[src/rtl/mem_acc_cont_ldst_port.sv]
// LD/ST port onto one SRAM bank: DMA ownership handshake, write-priority access,
// in-flight read tracking and a credit-checked return queue (optional MEM_ACC_CONT_LDST_RDQ_BYPASS_EN).
`ifndef MEM_ACC_CONT_MEMORY_ADDRESS_RANGE
`define MEM_ACC_CONT_MEMORY_ADDRESS_RANGE 15:0
`endif
`ifndef MEM_ACC_CONT_MEMORY_DATA_RANGE
`define MEM_ACC_CONT_MEMORY_DATA_RANGE 31:0
`endif

module mem_acc_cont_ldst_port #(
  parameter int unsigned READ_LATENCY = 2,
  parameter int unsigned RDQ_DEPTH    = 4
) (
  input  logic                                      clk,
  input  logic                                      reset_poweron,
  input  logic                                      ldst__memc__request,
  output logic                                      memc__ldst__granted,
  input  logic                                      ldst__memc__released,
  input  logic                                      dma__memc__busy,
  input  logic                                      ldst__memc__write_valid,
  input  logic [`MEM_ACC_CONT_MEMORY_ADDRESS_RANGE] ldst__memc__write_address,
  input  logic [`MEM_ACC_CONT_MEMORY_DATA_RANGE]    ldst__memc__write_data,
  output logic                                      memc__ldst__write_ready,
  input  logic                                      ldst__memc__read_valid,
  input  logic [`MEM_ACC_CONT_MEMORY_ADDRESS_RANGE] ldst__memc__read_address,
  output logic                                      memc__ldst__read_ready,
  output logic [`MEM_ACC_CONT_MEMORY_DATA_RANGE]    memc__ldst__read_data,
  output logic                                      memc__ldst__read_data_valid,
  input  logic                                      ldst__memc__read_pause,
  output logic                                      memc__sram__enable,
  output logic                                      memc__sram__write,
  output logic [`MEM_ACC_CONT_MEMORY_ADDRESS_RANGE] memc__sram__address,
  output logic [`MEM_ACC_CONT_MEMORY_DATA_RANGE]    memc__sram__write_data,
  input  logic [`MEM_ACC_CONT_MEMORY_DATA_RANGE]    sram__memc__read_data
);

  localparam int unsigned PTR_W = $clog2(RDQ_DEPTH);
  localparam int unsigned CNT_W = PTR_W + 1;

  typedef enum logic [1:0] {S_IDLE, S_GRANTED, S_DRAIN} state_e;
  typedef logic [`MEM_ACC_CONT_MEMORY_DATA_RANGE] data_t;

  state_e             state_q, state_d;
  logic               granted_q, granted_d;
  logic [READ_LATENCY-1:0] rd_sr_q, rd_sr_d;
  logic [CNT_W-1:0]   inflight_q, inflight_d;
  logic [CNT_W-1:0]   occ_q, occ_d;
  logic [PTR_W-1:0]   head_q, head_d;
  logic [PTR_W-1:0]   tail_q, tail_d;
  data_t              rdq_q [RDQ_DEPTH];
  data_t              rdq_d [RDQ_DEPTH];

  logic               wr_accept, rd_accept, rd_return;
  logic               q_empty, credit_ok, bypass, push, pop;
  logic [CNT_W:0]     credit_used;

  // Every accepted read reserves a queue slot until it is popped, so a push can never overrun.
  assign credit_used = {1'b0, inflight_q} + {1'b0, occ_q};
  assign credit_ok   = credit_used < (CNT_W+1)'(RDQ_DEPTH);

  assign memc__ldst__granted     = granted_q;
  assign memc__ldst__write_ready = granted_q;
  assign memc__ldst__read_ready  = granted_q & ~ldst__memc__write_valid & credit_ok;

  assign wr_accept = granted_q & ldst__memc__write_valid;
  assign rd_accept = memc__ldst__read_ready & ldst__memc__read_valid;
  assign rd_return = rd_sr_q[READ_LATENCY-1];
  assign q_empty   = (occ_q == '0);

`ifdef MEM_ACC_CONT_LDST_RDQ_BYPASS_EN
  assign bypass = rd_return & q_empty & ~ldst__memc__read_pause;
`else
  assign bypass = 1'b0;
`endif

  assign push = rd_return & ~bypass;
  assign pop  = ~q_empty & ~ldst__memc__read_pause;

  always_comb begin
    memc__sram__enable     = 1'b0;
    memc__sram__write      = 1'b0;
    memc__sram__address    = '0;
    memc__sram__write_data = '0;
    if (wr_accept) begin
      memc__sram__enable     = 1'b1;
      memc__sram__write      = 1'b1;
      memc__sram__address    = ldst__memc__write_address;
      memc__sram__write_data = ldst__memc__write_data;
    end else if (rd_accept) begin
      memc__sram__enable  = 1'b1;
      memc__sram__address = ldst__memc__read_address;
    end
  end

  always_comb begin
    memc__ldst__read_data_valid = ~q_empty | bypass;
    memc__ldst__read_data       = '0;
    if (!q_empty) begin
      memc__ldst__read_data = rdq_q[head_q];
    end else if (bypass) begin
      memc__ldst__read_data = sram__memc__read_data;
    end
  end

  always_comb begin
    state_d = state_q;
    case (state_q)
      S_IDLE:    if (ldst__memc__request && !dma__memc__busy) state_d = S_GRANTED;
      S_GRANTED: if (ldst__memc__released) state_d = S_DRAIN;
      S_DRAIN:   if (inflight_q == '0 && q_empty) state_d = S_IDLE;
      default:   state_d = S_IDLE;
    endcase
    granted_d = (state_d == S_GRANTED);

    rd_sr_d[0] = rd_accept;
    for (int unsigned i = 1; i < READ_LATENCY; i++) begin
      rd_sr_d[i] = rd_sr_q[i-1];
    end

    inflight_d = inflight_q;
    case ({rd_accept, rd_return})
      2'b10:   inflight_d = inflight_q + CNT_W'(1);
      2'b01:   inflight_d = inflight_q - CNT_W'(1);
      default: inflight_d = inflight_q;
    endcase

    occ_d = occ_q;
    case ({push, pop})
      2'b10:   occ_d = occ_q + CNT_W'(1);
      2'b01:   occ_d = occ_q - CNT_W'(1);
      default: occ_d = occ_q;
    endcase

    head_d = pop  ? head_q + PTR_W'(1) : head_q;
    tail_d = push ? tail_q + PTR_W'(1) : tail_q;

    rdq_d = rdq_q;
    if (push) rdq_d[tail_q] = sram__memc__read_data;
  end

  always_ff @(posedge clk or negedge reset_poweron) begin
    if (!reset_poweron) begin
      state_q    <= S_IDLE;
      granted_q  <= 1'b0;
      rd_sr_q    <= '0;
      inflight_q <= '0;
      occ_q      <= '0;
      head_q     <= '0;
      tail_q     <= '0;
      for (int unsigned i = 0; i < RDQ_DEPTH; i++) rdq_q[i] <= '0;
    end else begin
      state_q    <= state_d;
      granted_q  <= granted_d;
      rd_sr_q    <= rd_sr_d;
      inflight_q <= inflight_d;
      occ_q      <= occ_d;
      head_q     <= head_d;
      tail_q     <= tail_d;
      rdq_q      <= rdq_d;
    end
  end

endmodule

[config.mk]
export PLATFORM = sky130hd
export DESIGN_NAME = mem_acc_cont_ldst_port
export DESIGN_NICKNAME = d
export VERILOG_FILES = /design/src/rtl/mem_acc_cont_ldst_port.sv
export SDC_FILE = /design/constraint.sdc
export NUM_CORES = 1
export LEC_CHECK = 0
export BUFFER_PORTS_ARGS = -buffer_cell sky130_fd_sc_hd__buf_2
export CAP_MARGIN = 20
export CORE_ASPECT_RATIO = 0.8
export CORE_MARGIN = 4
export CORE_UTILIZATION = 53
export DETAILED_ROUTE_END_ITERATION = 16
export PLACE_DENSITY = 0.87
export SYNTH_ARGS = -nofsm -noshare
export SYNTH_HDL_FRONTEND = slang
export SYNTH_SLANG_ARGS = --single-unit
[constraint.sdc]
create_clock -name clk -period 2.65 [get_ports clk]
set_input_delay 0.53 -clock clk [delete_from_list [all_inputs] [get_ports clk]]
set_output_delay 0.53 -clock clk [all_outputs]
set_load 0.1 [all_outputs]
; ---- Word-level counts from Yosys, hierarchy flattened
; Index checks and enable logic that the tools add are counted.
; W data, S select, Z words.
[classes]
mux = 19
n_addsub = 7
n_reduce_logical = 9
n_eq_ne = 7
n_lt_le_gt_ge = 4
bitwise_logic = 10
[ops]
columns = op, count
row1 = $mux W32, 5
row2 = $bwmux W128, 1
row3 = $bmux W32 S2, 1
row4 = $demux W32 S2, 1
row5 = $mux W16, 2
row6 = $pmux W3 S2, 2
row7 = $eq A2 B1 Y1 const B, 4
row8 = $add A3 B1 Y3 const B, 2
row9 = $eq A2 B2 Y1 const B, 3
row10 = $ge A3 B3 Y1 const B, 2
row11 = $logic_not A3 Y1, 2
row12 = $mux W2, 3
row13 = $not A2 Y3, 2
row14 = $pmux W2 S3, 1
row15 = $sub A3 B1 Y3 const B, 2
row16 = $and A1 B1 Y1, 5
row17 = $add A2 B1 Y2 const B, 2
row18 = $add A3 B3 Y4, 1
row19 = $lt A4 B3 Y1 const B, 1
row20 = $reduce_bool A2 Y1, 2
row21 = $logic_and A1 B1 Y1, 3
row22 = $lt A3 B1 Y1 const B, 1
row23 = $mux W1, 3
row24 = $not A1 Y1, 3
row25 = 2 further kinds, 2
[word_totals]
out_inout_bits = 86
input_bits = 104
register_bits = 143
word_cells = 67

; ---- Depth between registers and ports, before layout
[logic_depth]
depth_word = 6
mapped_depth = 12
ltp_nobuf = 10

; ---- Worst setup path before layout
; OpenSTA, ideal clock, no wires.
[synth_timing]
path_kind = reg2out
startpoint = reg granted_q (netlist: memc__ldst__granted)
endpoint = out memc__sram__address[10]
n_path_buf = 2
arrival_time_ns = 2.498
t_required_ns = 2.120
stages_incl_launch_ff = 5
slack_ns = -0.378
cell_sequence = dfrtp_1 and2_2 buf_2 buf_2 a22o_2
[synth_via]
elab_chain_cells = 5
elab_cells_between_ends = 6
cone_classes = mux: 2 / bitwise: 4
[synth_lines]
columns = item, line_no
row1 = start: declaration, 44  ; logic granted_q, granted_d;
row2 = start signal: assignment, 153  ; granted_q <= granted_d;
row3 = $and A1 B1 Y1 (2 in series), 63  ; assign memc__ldst__read_ready = granted_q & ~ldst__memc__write_valid & credit_ok;
row4 = $and A1 B1 Y1, 66  ; assign rd_accept = memc__ldst__read_ready & ldst__memc__read_valid;
row5 = $mux W16, 89  ; end else if (rd_accept) begin
row6 = $mux W16 *, 84  ; if (wr_accept) begin
row7 = end: declaration, 32  ; output logic [`MEM_ACC_CONT_MEMORY_ADDRESS_RANGE] memc__sram__address,
; Mark *: on every way between the ends. The rest lies on a longest branch, timed or not.

; ---- Worst setup path in the final report
[layout_timing]
startpoint = reg occ_q[2]
endpoint = out memc__sram__address[7]
[layout_via]
elab_chain_cells = 6
[layout_lines]
columns = item, line_no
row1 = start: declaration, 47  ; logic [CNT_W-1:0] occ_q, occ_d;
row2 = start signal: assignment, 147  ; occ_q <= '0;
row3 = start signal: assignment, 156  ; occ_q <= occ_d;
row4 = $add A3 B3 Y4, 58  ; assign credit_used = {1'b0, inflight_q} + {1'b0, occ_q};
row5 = $lt A4 B3 Y1, 59  ; assign credit_ok = credit_used < (CNT_W+1)'(RDQ_DEPTH);
row6 = $and A1 B1 Y1, 63
row7 = $and A1 B1 Y1, 66
row8 = $mux W16, 89
row9 = $mux W16, 84
; No other way between the ends.

==> metrics.csv <==
stage,metric,value,unit
clock_network,cts_root_buffer,clkbuf_16,
clock_network,ctsHtreeMaxLevel,4,
detailed_routing,routed_wl,17.98,mm
synth,synthDominantCellAreaShare,51.23,%
grt,grt_pass1_wl,28.63,mm
detailed_routing,drt-vias-per-instance,5.585,
pwr,cellLeakagePower,4.513,nW
die,core_area,12870,um2
timing,hold_viol_final,0,
timing,rsz0062_at_grt,true,
timing,worst_slack,-0.03183,ns
worst_setup_path,cp.arrival,2.15,ns
synth,synth_seq_cells,143,
grt,grtUsageMet3,5.762,%
worst_setup_path,reg2reg_from,occ_q[1],
detailed_routing,drtAntennaViolNets,0,
grt,antenna_found_initial,0,
synth,yosysSeqAreaShare,51.23,%
worst_setup_path,crit_start,occ_q[2],
grt,met2_usage,44.04,%
final_layout,areaGrowthSynthToFinish,37.76,%
placed_design,dp_hpwl,12.19,mm
timing,tightestPinTransition,0.7533,ns
clock_network,insertion_delay,0.42,ns
die,start_util,54.28,%
flow_run,drv_cap,0,
detailed_routing,dr.pass1.iters,4,
final_layout,postLayoutCoreUtil,74.77,%
synth,yosysWarnings,0,
grt,met1_usage,29.17,%
die,die_w,136.4,um
synth,synth_area_per_cell,14.64,um2
clock_network,cts.sinks,143,
grt,grtUsageTotal,24.61,%
run_status,violations,setup timing,
die,rows,37,
detailed_routing,wl_per_cell,20.91,um
worst_setup_path,worst-path-max-fanout,5,
min_path,hp-class,in2async,
grt,grt_pass1_vias,5501,
placed_design,finalWeightedCongestion,0.9666,
clock_network,clk_pin_slew_worst_paths,0.06,ns
timing,min_period,2.682,ns
clock_network,cts_buffers,17,
pwr,peakVddDrop,1.538,mV
synth,synth_top_area_cell,dfrtp_1,
worst_setup_path,rr_worst_depth,10,
die,die_y,110.7,um
grt,busiest_layer,met2,
synth,ys_types,32,
final_layout,final_nets,787,
detailed_routing,vias,4803,
placed_design,post-place-ws,0.2671,ns
placed_design,numPortBuffers,189,
timing,maxClockFrequency,372.9,MHz
clock_network,cts.path.max_buffers,2,
timing,relSlewSlack,49.78,%
worst_setup_path,start_kind,register,
final_layout,drive_gt1_share,63.65,%
synth,synth_cells,477,
worst_setup_path,critical_path_required,2.12,ns
synth,syn_area,6985,um2
detailed_routing,drt_iter0_markers,213,
timing,drv_slew,0,
run_status,status,"complete, but fails checks",
synth,yosys-top-cells-area,"dfrtp_1 (51%), mux2_2 (21%), mux4_2 (10%)",
synth,synth_fp_nets,591,
timing,period_share,101.2,%
clock_network,cts_tree,built,
die,die-area,15090,um2
detailed_routing,drc,0,
die,pin_count,190,
timing,skew,0.01272,ns
timing,setup_viol_count_final,12,
worst_setup_path,cp-end-kind,output pin,
final_layout,antennaDiodeCount,0,
worst_setup_path,critPathKind,reg2out,
grt,grt_max_degree,83,
pwr,power-per-cell-area,1464,nW/um2
grt,grt.overflow.total,0,
==> final cells by class <==
cell class	count	area, um2
sequential	143	3582
fill	781	3247
multi-input combinational	287	3239
timing repair buffer	212	1944
clock buffer	22	484.2
tap	175	219.0
clock inverter	9	108.9
inverter	12	45.04
==> synthesized netlist by cell type <==
| cell type | instances |
|---|---|
| mux4_2 | 32 |
| nand3_1 | 1 |
| nor4b_4 | 1 |
| and2_2 | 1 |
| a21oi_1 | 2 |
| a22o_2 | 16 |
| nor3b_1 | 2 |
| xnor2_1 | 2 |
| and3_1 | 30 |
| fa_1 | 2 |
| mux2i_1 | 2 |
| buf_6 | 2 |
| o21ai_0 | 1 |
| inv_1 | 12 |
| ha_1 | 8 |
| a21o_1 | 1 |
| clkbuf_1 | 10 |
| nor3_1 | 1 |
| buf_2 | 18 |
| and2_1 | 32 |
| or2_2 | 1 |
| mux2_2 | 128 |
| dfrtp_1 | 143 |
| xor2_1 | 7 |
| nor3_2 | 1 |
| nand2_1 | 6 |
| nor2_1 | 6 |
| buf_4 | 1 |
| buf_12 | 4 |
| and4b_1 | 1 |
| and3b_2 | 1 |
| and3_2 | 2 |
==> sequential cells by signal, summed over array words and instances (netlist names) <==
name and flops:
rd_sr_q 2, rdq_q 128, state_q 2, inflight_q 3, head_q 2, tail_q 2
occ_q 3, memc__ldst__granted 1
==> metal layers <==
layer | wire (um) | vias up
li1 | - | 2123
met1 | 6954 | 2487
met2 | 9715 | 163
met3 | 914 | 30
met4 | 395 | 0
met5 | 0 | -
==> cell families after synthesis <==
| kind of cell | Yosys count | synth area share (%) |
|---|---|---|
| XOR/XNOR | 9 | 1.128 |
| AO/OA/AOI/OAI | 20 | 2.615 |
| buffers and inverters | 47 | 4.048 |
| flip-flops | 143 | 51.23 |
| AND/OR/NAND/NOR | 86 | 7.738 |
| adder cells (fa/ha/maj) | 10 | 2.006 |
| multiplexers | 162 | 31.24 |
==> cells in the final DEF, fill, tap and decap left out, types with 3 or more instances in the layout <==
cell        count
a22o_2          6
a22o_4         10
and2_1         32
and3_1         30
buf_12         54
buf_2         138
buf_4          14
buf_6           6
clkbuf_16      17
clkbuf_8        4
clkinvlp_4      4
dfrtp_1       140
dfrtp_2         3
ha_1            6
inv_1          12
mux2_2        128
mux4_2         32
nand2_2         4
nor2_1          6
xor2_1          7
==> critical path, cell delays in order, from the launching register on <==
cell and delay (ns):
dfrtp_1 0.41, ha_4 0.26, nor4b_4 0.22, and4b_2 0.36
buf_6 0.17, a22o_4 0.16, buf_12 0.17
==> repair_timing <==
item	CTS	global route
gates cloned	3	0
buffers inserted	6	2
endpoints found under the setup margin	37	50
hold buffers	0	0
pin swaps	9	3
gates resized for setup	19	5
==> metrics by stage <==
step | power (mW) | TNS (ns) | hold slack, ns | cell area (um2) | instances
final | 14.09 | -0.2282 | 0.1642 | 9623 | 860
after global routing | 14.60 | -1.481 | 0.2120 | 9623 | 860
after CTS | 14.14 | -0.4515 | 0.1907 | 9582 | 858
after detailed placement | 11.61 | 0 | 0.3379 | 8823 | 818
after global placement | 11.38 | 0 | 0.3391 | 8823 | 818
after floorplan | 8.975 | -0.4863 | 0.2344 | 6988 | 477
==> report_power, final <==
part | total (mW) | switching [mW] | internal, mW
combinational | 8.46 | 5.14 | 3.32
sequential | 3.27 | 0.439 | 2.83
clock | 2.36 | 0.884 | 1.48
total | 14.1 | 6.47 | 7.62
==> path summary, 6_finish.rpt <==
| path | end | slack (ns) |
|---|---|---|
| hold / removal | rdq_q[121] | 0.16 |
| max in group asynchronous | rdq_q[103] | 1.76 |
| setup / recovery | memc__sram__address[7] | -0.03 |
| setup reg to reg | inflight_q[2] | 0.32 |
| min in group clk | rd_sr_q[1] | 0.35 |
| hold reg to reg | rd_sr_q[1] | 0.35 |
No activity file was read; power rests on OpenSTA's default activity.
